===== src/rtl/ptp_mem_arbiter.sv =====
// Shares one single-ported memory between fetch and load/store; each access is LAT cycles plus a response cycle.
// Requests wait (stall) until their one-cycle ack. Load/store wins ties unless fetch has starved STARVE grants. halt blocks new grants.
module ptp_mem_arbiter #(
    parameter int AW     = 16,
    parameter int DW     = 16,
    parameter int LAT    = 2,
    parameter int STARVE = 4
) (
    input  logic          clk,
    input  logic          reset,
    input  logic          if_req,
    input  logic [AW-1:0] if_addr,
    output logic [DW-1:0] if_rdata,
    output logic          if_ack,
    input  logic          ls_req,
    input  logic          ls_we,
    input  logic [AW-1:0] ls_addr,
    input  logic [DW-1:0] ls_wdata,
    output logic [DW-1:0] ls_rdata,
    output logic          ls_ack,
    output logic          mem_en,
    output logic          mem_we,
    output logic [AW-1:0] mem_addr,
    output logic [DW-1:0] mem_wdata,
    input  logic [DW-1:0] mem_rdata,
    output logic          stall_if,
    output logic          stall_ls,
    input  logic          halt,
    output logic          idle
);
    localparam int CW = (LAT > 1) ? $clog2(LAT) : 1;
    localparam int SW = $clog2(STARVE + 1);

    typedef enum logic [1:0] {S_IDLE, S_ACCESS, S_RESP} state_t;

    state_t         state, state_nxt;
    logic           grant_if, grant_ls;
    logic           owner_if;
    logic           we_q;
    logic [CW-1:0]  cnt;
    logic [SW-1:0]  starve_cnt;
    logic           last_cycle;

    assign last_cycle = (state == S_ACCESS) && (cnt == CW'(0));

    always_comb begin
        state_nxt = state;
        grant_if  = 1'b0;
        grant_ls  = 1'b0;
        case (state)
            S_IDLE: begin
                if (!halt) begin
                    if (ls_req && (!if_req || starve_cnt != SW'(STARVE)))
                        grant_ls = 1'b1;
                    else if (if_req)
                        grant_if = 1'b1;
                end
                if (grant_if || grant_ls)
                    state_nxt = S_ACCESS;
            end
            S_ACCESS: begin
                if (cnt == CW'(0))
                    state_nxt = S_RESP;
            end
            S_RESP:  state_nxt = S_IDLE;
            default: state_nxt = S_IDLE;
        endcase
    end

    always_ff @(posedge clk) begin
        if (reset) begin
            state      <= S_IDLE;
            owner_if   <= 1'b0;
            we_q       <= 1'b0;
            cnt        <= '0;
            starve_cnt <= '0;
            mem_addr   <= '0;
            mem_wdata  <= '0;
            if_rdata   <= '0;
            ls_rdata   <= '0;
            if_ack     <= 1'b0;
            ls_ack     <= 1'b0;
        end else begin
            state  <= state_nxt;
            if_ack <= last_cycle && owner_if;
            ls_ack <= last_cycle && !owner_if;
            if (grant_if || grant_ls) begin
                owner_if  <= grant_if;
                we_q      <= grant_ls && ls_we;
                mem_addr  <= grant_if ? if_addr : ls_addr;
                mem_wdata <= grant_if ? '0 : ls_wdata;
                cnt       <= CW'(LAT - 1);
            end
            // Fetch progress resets the starvation window; so does a load/store nobody was waiting behind.
            if (grant_if)
                starve_cnt <= '0;
            else if (grant_ls) begin
                if (!if_req)
                    starve_cnt <= '0;
                else if (starve_cnt != SW'(STARVE))
                    starve_cnt <= starve_cnt + SW'(1);
            end
            if (state == S_ACCESS) begin
                if (cnt != CW'(0))
                    cnt <= cnt - CW'(1);
                else if (owner_if)
                    if_rdata <= mem_rdata;
                else if (!we_q)
                    ls_rdata <= mem_rdata;
            end
        end
    end

    assign mem_en   = (state == S_ACCESS);
    assign mem_we   = mem_en && we_q;
    assign idle     = (state == S_IDLE);
    assign stall_if = if_req && !if_ack;
    assign stall_ls = ls_req && !ls_ack;
endmodule


===== config.mk =====
export PLATFORM = sky130hd
export DESIGN_NAME = ptp_mem_arbiter
export DESIGN_NICKNAME = d
export VERILOG_FILES = /design/src/rtl/ptp_mem_arbiter.sv
export SDC_FILE = /design/constraint.sdc
export NUM_CORES = 1
export LEC_CHECK = 0
export CAP_MARGIN = 20
export CORE_MARGIN = 8
export CORE_UTILIZATION = 45
export DETAILED_ROUTE_END_ITERATION = 6
export DONT_BUFFER_PORTS = 1
export SYNTH_ARGS = -nofsm -noshare
export SYNTH_HDL_FRONTEND = slang
export SYNTH_SLANG_ARGS = --single-unit

===== constraint.sdc =====
create_clock -name clk -period 1.7 [get_ports clk]
set_input_delay 0.085 -clock clk [delete_from_list [all_inputs] [get_ports clk]]
set_output_delay 0.085 -clock clk [all_outputs]
set_load 0.005 [all_outputs]

==> results.py <==
metrics = {
    "detailed_routing": {
        "post_drt_wl_per_cell_um": 19.2,
        "num_vias": 2895,
        "drt-pass1-iter-count": 4,
        "drt_iter0_drc": 125,
        "drc": 0,
        "routed_wl_um": 9580,
        "viasPerCell": 5.79,
        "drtAntennaViolNets": 0,
    },
    "sta": {
        "fin_hold_ws_ns": 0.0214,
        "hold_viol": 0,
        "worstMarginPinSlew_ns": 0.379,
        "min_period_ns": 1.60,
        "fin_crit_sh_pct": 94.1,
        "setup_viol": 0,
        "slew_headroom_pct": 74.7,
        "final_max_slew_viol_count": 0,
        "fmax_mhz": 625,
        "setup_slack_ns": 0.101,
        "finalClockSkew_ns": 0.00899,
        "rsz0062_at_grt": "false",
        "tns_ns": 0,
    },
    "global_route": {
        "grtUsageTotal_pct": 19.8,
        "grt_pass1_vias": 2938,
        "grt_max_degree": 58,
        "antenna_found_initial": 0,
        "grt_pass1_wl_um": 15400,
        "overflow": 0,
    },
    "yosys": {
        "ys_seq_elements": 74,
        "synth-simple-area-share_pct": 24.9,
        "synth-seq-area-share_pct": 48.5,
        "yosysWarnings": 0,
        "syn_inst": 369,
        "syn_nets": 441,
        "synth_top_family_by_area": "simple AND/OR/NAND/NOR gates",
        "synth_edf_count": 0,
        "yosys_most_used_dff": "dfxtp_1",
        "synth_xor_area_share_pct": 0,
        "muxShareOfSynthArea_pct": 0,
        "ys_async_sr_fraction_pct": 0,
        "synth_fa_ha_area_share_pct": 0.820,
        "syn_area_sq_um": 3050,
        "synth-compound-area-share_pct": 19.1,
        "synth.avg_cell_area_sq_um": 8.27,
        "synth.distinct_cells": 40,
    },
    "place": {
        "numPortBuffers": 0,
        "place_hpwl_um": 5980,
        "place_ws_ns": 0.120,
        "place_congestion": 0.765,
        "post_dp_cell_area_sq_um": 3130,
    },
    "clock_network": {
        "clk_root_buffer_cell": "clkbuf_8",
        "cts_setup_buffers": 0,
        "cts_tree": "done",
        "cts_buffer_depth": 2,
        "clk_transition_reported_paths_ns": 0.08,
        "cts_buffers": 9,
        "clkSinkCount": 74,
        "htreeDepth": 3,
        "worstSkewPairLatency_ns": 0.35,
    },
    "critical_path": {
        "rrSetupSlack_ns": 0.10,
        "worstSetupPathType": "reg2reg",
        "required_ns": 1.94,
        "cp-end-kind": "flip-flop",
        "crit_path_start_kind": "flip-flop",
        "worstPathArrival_ns": 1.84,
        "crit_path_max_fanout": 34,
    },
    "job": {
        "cap_violations": 0,
    },
    "cells_and_area": {
        "drive_above_1_share_pct": 10.5,
        "antennaDiodeCount": 0,
        "areaGrowthSynthToFinish_pct": 29.4,
        "finish.instance_area_sq_um": 3950,
        "layout_common_cells": "dfxtp_1, a21oi_1, dlygate4sd3_1",
        "final_common_cell": "dfxtp_1",
        "fin_nets": 487,
        "n_fill_cell": 578,
    },
    "floorplan": {
        "io_pins": 141,
        "start_util_pct": 45.7,
        "core-area_sq_um": 6680,
        "rows": 30,
        "die_x_um": 98.4,
        "die_h_um": 98.4,
        "die-area_sq_um": 9680,
    },
    "status": {
        "status": "complete, no violations",
    },
    "power": {
        "peakVddDrop_v": 0.000516,
        "p_leak_nw": 1.35,
        "power_mw": 3.88,
        "cellPowerDensity_nw_per_um2": 983,
    },
    "worst_hold_path": {
        "hold_class": "in2reg",
    },
}
## cells in the mapped netlist (all sizes together), types with 3 or more instances
master | number | area share (%)
a21oi | 70 | 12
nor4 | 16 | 3.3
inv | 3 | 0.37
nor2 | 5 | 0.61
clkbuf | 25 | 3.2
nand3 | 34 | 5.6
buf | 13 | 3.2
nor3 | 36 | 6.1
dfxtp | 74 | 49
o21ai | 35 | 5.7
nand2 | 32 | 3.9
## per-layer routing
layer  track usage, %  vias to the layer above  share of wire, %
met5                0                        -                 0
met4             10.4                        0               2.4
met3             8.18                       18               9.5
met2             31.2                      103                47
met1             22.4                     1366                41
li1                 -                     1408                 -
## flip-flops by register name, summed over array words and instances, names as in the netlist
name and flops:
cnt 1, state 2, mem_wdata 16, mem_addr 16, owner_if 1, ls_ack 1
if_ack 1, starve_cnt 3, if_rdata 16, we_q 1, ls_rdata 16
## power breakdown
part	internal, mW	switching [mW]
clock network	0.871	0.644
logic	0.232	0.247
registers	1.82	0.0718
## worst max-delay path, cell delays in order (launching register included)
cell and delay, ns:
dfxtp_1 0.37, or4b_1 0.58, buf_12 0.20, o21ai_0 0.25, a21oi_2 0.08
## cell type report
class                           count  area (sq um)  area share (%)
Multi-Input combinational cell    254          1380            34.8
Sequential cell                    74          1480            37.5
Inverter                            3          11.3           0.285
Clock inverter                      4          73.8            1.87
Clock buffer                       12           145            3.67
Timing Repair Buffer               73           764            19.3
Tap cell                           80           100            2.53
## through the flow
stage                     utilization (%)  std cells
after floorplan                         -        369
after global placement               46.8        426
after detailed placement             46.8        426
after CTS                            59.0        500
after global routing                 59.1        500
final                                59.1        500
## worst paths after layout
path	start	to	cells past startpoint
setup / recovery	state[1]	mem_wdata[7]	4
hold / removal	ls_addr[5]	mem_addr[5]	2
setup reg to reg	state[1]	mem_wdata[7]	4
hold reg to reg	if_rdata[9]	if_rdata[9]	2
## repair_timing
item	4_1_cts	5_1_grt
hold endpoints to repair	74	0
setup endpoints to repair	0	3
gates resized for setup	0	2
hold buffers	58	0
## logic make-up after synthesis
| logic type | after synthesis |
|---|---|
| AO/OA/AOI/OAI | 109 |
| buffers and inverters | 41 |
| flip-flops | 74 |
| adder cells (fa/ha/maj) | 2 |
| AND/OR/NAND/NOR | 143 |
(Power assumes the default switching activity.)
